===== config.mk =====
export PLATFORM = sky130hd
export DESIGN_NAME = decode_execute_reg
export DESIGN_NICKNAME = d
export VERILOG_FILES = /design/src/rtl/cpu_pkg.sv /design/src/rtl/decode_execute_reg_cond_check.sv /design/src/rtl/decode_execute_reg.sv
export SDC_FILE = /design/constraint.sdc
export NUM_CORES = 1
export LEC_CHECK = 0
export ABC_CLOCK_PERIOD_IN_PS = 2740
export BUFFER_PORTS_ARGS = -buffer_cell sky130_fd_sc_hd__buf_2
export CORE_UTILIZATION = 45
export CTS_BUF_LIST = sky130_fd_sc_hd__clkbuf_16
export DETAILED_ROUTE_END_ITERATION = 12
export MAX_ROUTING_LAYER = met4
export PLACE_DENSITY = 0.79
export SLEW_MARGIN = 20
export SYNTH_ARGS = -nofsm -noshare
export SYNTH_HDL_FRONTEND = slang
export SYNTH_HIERARCHICAL = 1
export SYNTH_SLANG_ARGS = --single-unit

===== constraint.sdc =====
create_clock -name clk -period 2.74 [get_ports clk]
set_input_delay 0.137 -clock clk [delete_from_list [all_inputs] [get_ports clk]]
set_output_delay 0.137 -clock clk [all_outputs]
set_load 0.01 [all_outputs]

===== src/rtl/cpu_pkg.sv =====
// Shared CPU definitions: condition codes, NZCV flag bit positions and
// the decode-stage control word carried through the pipeline.
package cpu_pkg;

    typedef enum logic [3:0] {
        COND_EQ = 4'b0000,
        COND_NE = 4'b0001,
        COND_CS = 4'b0010,
        COND_CC = 4'b0011,
        COND_MI = 4'b0100,
        COND_PL = 4'b0101,
        COND_VS = 4'b0110,
        COND_VC = 4'b0111,
        COND_HI = 4'b1000,
        COND_LS = 4'b1001,
        COND_GE = 4'b1010,
        COND_LT = 4'b1011,
        COND_GT = 4'b1100,
        COND_LE = 4'b1101,
        COND_AL = 4'b1110,
        COND_NV = 4'b1111
    } cond_e;

    localparam int FLAG_N = 3;
    localparam int FLAG_Z = 2;
    localparam int FLAG_C = 1;
    localparam int FLAG_V = 0;

    typedef struct packed {
        logic       reg_write;
        logic       mem_to_reg;
        logic       mem_write;
        logic       alu_src;
        logic       flags_write;
        logic [2:0] alu_control;
    } ctrl_t;

    localparam ctrl_t CTRL_BUBBLE = '0;

endpackage


===== src/rtl/decode_execute_reg_cond_check.sv =====
// Combinational evaluation of an instruction condition field against NZCV.
module cond_check
    import cpu_pkg::*;
(
    input  logic [3:0] i_cond,
    input  logic [3:0] i_flags,
    output logic       o_cond_ex
);

    logic w_n;
    logic w_z;
    logic w_c;
    logic w_v;

    assign w_n = i_flags[FLAG_N];
    assign w_z = i_flags[FLAG_Z];
    assign w_c = i_flags[FLAG_C];
    assign w_v = i_flags[FLAG_V];

    always_comb begin
        o_cond_ex = 1'b0;
        case (i_cond)
            COND_EQ: o_cond_ex = w_z;
            COND_NE: o_cond_ex = ~w_z;
            COND_CS: o_cond_ex = w_c;
            COND_CC: o_cond_ex = ~w_c;
            COND_MI: o_cond_ex = w_n;
            COND_PL: o_cond_ex = ~w_n;
            COND_VS: o_cond_ex = w_v;
            COND_VC: o_cond_ex = ~w_v;
            COND_HI: o_cond_ex = w_c & ~w_z;
            COND_LS: o_cond_ex = ~w_c | w_z;
            COND_GE: o_cond_ex = (w_n == w_v);
            COND_LT: o_cond_ex = (w_n != w_v);
            COND_GT: o_cond_ex = ~w_z & (w_n == w_v);
            COND_LE: o_cond_ex = w_z | (w_n != w_v);
            COND_AL: o_cond_ex = 1'b1;
            default: o_cond_ex = 1'b0;
        endcase
    end

endmodule


===== src/rtl/decode_execute_reg.sv =====
// ID/EX pipeline register with the architectural NZCV flags register and
// condition-gated write enables for the downstream stages.
module decode_execute_reg
    import cpu_pkg::*;
#(
    parameter int WIDTH = 32,
    parameter int RADDR = 4
) (
    input  logic             clk,
    input  logic             rst_n,
    input  logic             stall_e,
    input  logic             flush_e,
    input  logic             reg_write_d,
    input  logic             mem_to_reg_d,
    input  logic             mem_write_d,
    input  logic             alu_src_d,
    input  logic             flags_write_d,
    input  logic [2:0]       alu_control_d,
    input  logic [3:0]       cond_d,
    input  logic [WIDTH-1:0] rd1_d,
    input  logic [WIDTH-1:0] rd2_d,
    input  logic [WIDTH-1:0] ext_imm_d,
    input  logic [RADDR-1:0] wa3_d,
    input  logic [3:0]       alu_flags_e,
    output logic             reg_write_e,
    output logic             mem_write_e,
    output logic             mem_to_reg_e,
    output logic             alu_src_e,
    output logic [2:0]       alu_control_e,
    output logic [WIDTH-1:0] rd1_e,
    output logic [WIDTH-1:0] rd2_e,
    output logic [WIDTH-1:0] ext_imm_e,
    output logic [RADDR-1:0] wa3_e,
    output logic             cond_ex_e,
    output logic [3:0]       flags_q
);

    ctrl_t            w_ctrl_d;
    ctrl_t            r_ctrl;
    logic [3:0]       r_cond;
    logic [WIDTH-1:0] r_rd1;
    logic [WIDTH-1:0] r_rd2;
    logic [WIDTH-1:0] r_ext_imm;
    logic [RADDR-1:0] r_wa3;
    logic [3:0]       r_flags;
    logic             w_cond_ex;
    logic             w_flags_en;

    assign w_ctrl_d = '{
        reg_write:   reg_write_d,
        mem_to_reg:  mem_to_reg_d,
        mem_write:   mem_write_d,
        alu_src:     alu_src_d,
        flags_write: flags_write_d,
        alu_control: alu_control_d
    };

    // Data latches follow the stall alone; a flush only has to kill control.
    always_ff @(posedge clk) begin
        if (!rst_n) begin
            r_ctrl    <= CTRL_BUBBLE;
            r_cond    <= COND_AL;
            r_rd1     <= '0;
            r_rd2     <= '0;
            r_ext_imm <= '0;
            r_wa3     <= '0;
        end else begin
            if (flush_e) begin
                r_ctrl <= CTRL_BUBBLE;
                r_cond <= COND_AL;
            end else if (!stall_e) begin
                r_ctrl <= w_ctrl_d;
                r_cond <= cond_d;
            end
            if (!stall_e) begin
                r_rd1     <= rd1_d;
                r_rd2     <= rd2_d;
                r_ext_imm <= ext_imm_d;
                r_wa3     <= wa3_d;
            end
        end
    end

    cond_check u_cond_check (
        .i_cond    (r_cond),
        .i_flags   (r_flags),
        .o_cond_ex (w_cond_ex)
    );

    // An unknown flags_write from an unimplemented opcode only matters when
    // the condition passes; a failed condition forces the enable low.
    assign w_flags_en = r_ctrl.flags_write & w_cond_ex & ~stall_e;

    always_ff @(posedge clk) begin
        if (!rst_n) begin
            r_flags <= 4'b0000;
        end else if (w_flags_en) begin
            r_flags <= alu_flags_e;
        end
    end

    assign reg_write_e   = r_ctrl.reg_write & w_cond_ex;
    assign mem_write_e   = r_ctrl.mem_write & w_cond_ex;
    assign mem_to_reg_e  = r_ctrl.mem_to_reg;
    assign alu_src_e     = r_ctrl.alu_src;
    assign alu_control_e = r_ctrl.alu_control;
    assign rd1_e         = r_rd1;
    assign rd2_e         = r_rd2;
    assign ext_imm_e     = r_ext_imm;
    assign wa3_e         = r_wa3;
    assign cond_ex_e     = w_cond_ex;
    assign flags_q       = r_flags;

endmodule


# Yosys cells after proc, flatten, opt, wreduce, memory -nomap -nowiden
# Index checks and enable logic that the tools add are counted.
dict set report totals {
  regBits 116
  inputBits 120
  output_inout_bits 112
  elab_cells 45
}
dict set report classes {
  n_eq_ne 16
  muxes 1
  bitwise 14
  n_reduce_logical 2
}
# op n
set op_table {}
lappend op_table {{$eq 4x4->1 const B} 7}
lappend op_table {{$eq 4x3->1 const B} 4}
lappend op_table {{$pmux 1 s15} 1}
lappend op_table {{$eq 4x2->1 const B} 2}
lappend op_table {{$and 1x1->1} 6}
lappend op_table {{$not 1->1} 6}
lappend op_table {{$eq 4x1->1 const B} 1}
lappend op_table {{$logic_not 4->1} 1}
lappend op_table {{$or 1x1->1} 2}
lappend op_table {{$reduce_or 2->1} 1}
lappend op_table {{$eq 1x1->1} 1}
lappend op_table {{$ne 1x1->1} 1}

# Longest topological paths before layout
dict set report logic_depth {
  ltp_word 5
  mapped_depth 8
}

# Hierarchy
# The synthesis kept the hierarchy.
# mod instances cells_per_inst area_per_inst_um2
set modules_own_cells {}
lappend modules_own_cells {decode_execute_reg 1 386 4431.8}
lappend modules_own_cells {cond_check 1 28 193.9}

# Least setup slack after synthesis
# Ideal clock, no wire load.
dict set report synth_path {
  path_kind {register to register}
  start {register r_flags[3], in the netlist flags_q[3]}
  end {register r_flags[0], in the netlist flags_q[0]}
  arrival_time_ns 1.783
  path_slack_ns 0.837
  stages_incl_launch_ff 8
  path_buffers 1
  cell_sequence {dfxtp_1 -> xnor2_2 -> o22ai_1 -> a211o_1 -> a211o_1 -> and3b_1 -> buf_2 -> mux2i_1}
}
dict set report synth_between {
  elab_chain_len 5
  word_cells_on_any_way 8
  cone_classes {2 x eq/ne; 1 x mux; 5 x bitwise}
}
# item line
set synth_rtl {}
lappend synth_rtl {{start, declared} decode_execute_reg.sv:45} ;# logic [3:0] r_flags;
lappend synth_rtl {{start signal, assigned} decode_execute_reg.sv:98} ;# r_flags <= alu_flags_e;
lappend synth_rtl {{$ne 1x1->1 / $eq 1x1->1 (equally long branches)} n/a}
lappend synth_rtl {{$or 1x1->1 / $and 1x1->1 (equally long branches)} {decode_execute_reg_cond_check.sv:36, decode_execute_reg_cond_check.sv:35}}
lappend synth_rtl {{$pmux 1 s15 (*)} decode_execute_reg_cond_check.sv:22} ;# case (i_cond)
lappend synth_rtl {{net cond_ex_e} decode_execute_reg.sv:34} ;# output logic cond_ex_e,
lappend synth_rtl {{$and 1x1->1 (*) (2 in a row)} decode_execute_reg.sv:92} ;# assign w_flags_en = r_ctrl.flags_write & w_cond_ex & ~stall_e;
# Mark *: on every way through the listed nets, which the timed path passes. The rest lies on a longest branch.
# A chain may end at the register's enable or synchronous reset.

# Worst setup path in the final report
dict set report layout_path {
  start {register r_cond[2]}
  end {output port reg_write_e}
}
dict set report layout_between {
  elab_chain_len 3
  word_cells_on_any_way 17
  cone_classes {14 x eq/ne; 1 x mux; 1 x bitwise; 1 x reduce/logical}
}
# item line
set layout_rtl {}
lappend layout_rtl {{start, declared} decode_execute_reg.sv:40} ;# logic [3:0] r_cond;
lappend layout_rtl {{start signal, assigned} decode_execute_reg.sv:73} ;# r_cond <= cond_d;
lappend layout_rtl {{$eq 4x4->1, or another cell as far along} decode_execute_reg_cond_check.sv:22}
lappend layout_rtl {{$pmux 1 s15 (*)} decode_execute_reg_cond_check.sv:22}
lappend layout_rtl {{$and 1x1->1 (*)} decode_execute_reg.sv:102} ;# assign reg_write_e = r_ctrl.reg_write & w_cond_ex;
lappend layout_rtl {{end, declared} decode_execute_reg.sv:25} ;# output logic reg_write_e,
# Every way passes the cells marked *; elsewhere a longest branch is shown, timed or not.

==> impl_metrics.toml <==
[grt]
antenna_found_initial = 0
grt_pass1_wl_mm = 18.8
grt_max_degree = 69
grt_usage = 0.240
grt_pass1_vias = 4148
grt_overflow_total = 0

[cts]
clock-root-buffer = "clkbuf_16"
htreeDepth = 4
clkTransAtPathRegs_ns = 0.05
cts_buffer_depth = 2
tritoncts = "built"
cts_buffers = 17
clock-sinks = 116
clk_latency_ns = 0.40
post_cts_buffers = 0
cts_resized = 0
postCtsHoldBufs = 80

[route]
drc = 0
viasPerCell = 4.81
drtIter0Drc = 86
routed_wl_mm = 12.8
wire_per_inst_um = 14.8
final_antenna_net_count = 0
drt_first_pass_iters = 4
via_count = 4147

[critical_path]
critPathRequiredTime_ns = 2.60
crit_path_end_kind = "output pin"
crit_type = "reg -> out"
r2r.worst_path.cells = 6
cp.arrival_ns = 2.18
r2r_slack_ns = 0.69
r2r_start = "r_cond[2]"
path_max_fanout = 9
critPathLaunchType = "register"
timing.rr.end = "flags_q[3]"

[final_layout]
fillers = 633
layout_commonest_cell = "buf_2"
synthToLayoutAreaGrowth_pct = 55.4
layout_common_cells = "buf_2 (230), dfxtp_1 (116), mux2i_1 (113), nor2b_1 (104), dlygate4sd3_1 (80)"
multi_input_area_um2 = 2080
regArea_um2 = 2320
antenna_cells = 0
instances_no_fill = 862
drive_gt1_frac = 0.368
final_util = 0.729
final_area_um2 = 7190
final_nets = 836

[job]
drv_cap = 0

[logic_synthesis]
netlist_instances = 414
avgSynthCellArea_um2 = 11.2
syn_nets = 534
ys_seq_elements = 116
ys_seq_area_frac = 0.502
synthDistinctLibCells = 26
yosysWarnings = 6
syn-cell-area_um2 = 4630

[floorplan]
ios = 232
num_rows = 36
dieWidth_um = 103
die-area_um2 = 10700
start_util = 0.469
die_y_um = 103
core_um2 = 9860

[placement]
port-buffer-count = 231
dpl.hpwl_mm = 7.57
place_congestion = 0.899
dp_slack_ns = 0.769
place_area_um2 = 5770
dp.cells = 750

[timing]
final.min_clock_period_ns = 2.32
hold_violations = 0
clock_skew_ns = 0.00565
whs_ns = 0.00267
slew_viol_final = 0
finalSetupViolCount = 0
worst_pin_slew_ns = 0.488
setup_ws_ns = 0.422
setup_tns_ns = 0
rsz0062_at_grt = "false"
fmax_mhz = 431
relSlewSlack = 0.675
finalCritPeriodShare = 0.846

[power_and_ir_drop]
power_mw = 4.71
power.switching_mw = 1.10
p_clk_frac = 0.486
ir_drop_uv = 427
p_leak_nw = 3.59
p_comb_frac = 0.124
internal-power_mw = 3.62
p_seq_frac = 0.390
p_per_area_nw_per_um2 = 656
p_sw_frac = 0.232

[hold_path]
hold_class = "in -> reg"
hold_depth = 3
min_from = "rd1_d[16]"
holdPathEnd = "rd1_e[16]"

[outcome]
outcome = "finished, final reports clean"
[critical path, cell delays in order, from the launching register on]
cell      delay [ns]
dfxtp_1         0.50
mux2_4          0.33
a21oi_1         0.16
o211ai_1        0.11
a211o_1         0.36
and2_1          0.18
buf_2           0.14
[how the worst max path moves through the flow]
stage                from           to  slack, ns  cells after the start
6_report        r_cond[2]  reg_write_e       0.42                      6
5_1_grt         r_cond[2]  reg_write_e       0.34                      6
4_1_cts         r_cond[2]  reg_write_e       0.44                      6
3_5_place_dp    r_cond[2]   flags_q[0]       0.77                      6
3_3_place_gp    r_cond[2]   flags_q[1]       0.88                      6
2_1_floorplan  flags_q[3]   flags_q[0]       0.84                      7
[power by group through the flow]
stage	Sequential [mW]	Combinational, mW	Clock (mW)
2_1_floorplan	1.91	0.247	0
3_3_place_gp	1.86	0.472	0
3_5_place_dp	1.87	0.486	0
4_1_cts	1.83	0.576	2.33
5_1_grt	1.85	0.633	2.41
6_report	1.84	0.585	2.29
[cell families (layout without fill, tap and decap cells)]
family	count (synthesis)	in the layout	share of synthesized area
compound gates	14	14	0.0225
xor+xnor	2	2	0.00541
buf+inv	32	347	0.0487
flops	116	116	0.502
mux	114	114	0.248
simple gates	136	136	0.174
[cells in the mapped netlist]
master	instances	area, um^2
nor2_1	11	41.3
buf_8	4	60.1
buf_6	2	22.5
mux2_4	1	15.0
nor2b_1	104	651
xnor2_2	1	16.3
a221oi_1	1	8.76
or2b_1	1	7.51
and3b_1	2	17.5
and2_1	2	12.5
nand2_1	10	37.5
a22oi_1	1	7.51
nand2b_1	3	18.8
nor3_1	2	10.0
nor3b_1	1	7.51
mux2i_1	113	1130
a21oi_1	3	15.0
dfxtp_1	116	2320
o211ai_1	2	15.0
buf_2	3	15.0
buf_4	11	82.6
o31ai_1	1	7.51
o22ai_1	1	6.26
clkbuf_1	12	45.0
a211o_1	5	43.8
xor2_1	1	8.76
[final cells by class]
class                      instances  area share
sequential                       116       0.323
multi-input combinational        266       0.289
timing repair buffer             315       0.279
tap                              133      0.0232
clock inverter                    15      0.0265
clock buffer                      17      0.0592
[state kept, by name, indices dropped and copies added (netlist names)]
name           count
mem_to_reg_e       1
ext_imm_e         32
alu_src_e          1
r_cond             4
rd1_e             32
flags_q            4
alu_control_e      3
r_ctrl             3
wa3_e              4
rd2_e             32
[layer usage]
metal  share of wire  global-route usage  vias up
met5               0                   -        -
met4           0.026               0.132        0
met3           0.071              0.0665       33
met2            0.52               0.434      192
met1            0.38               0.229     1933
li1                -                   -     1989
(Power assumes the default switching activity.)
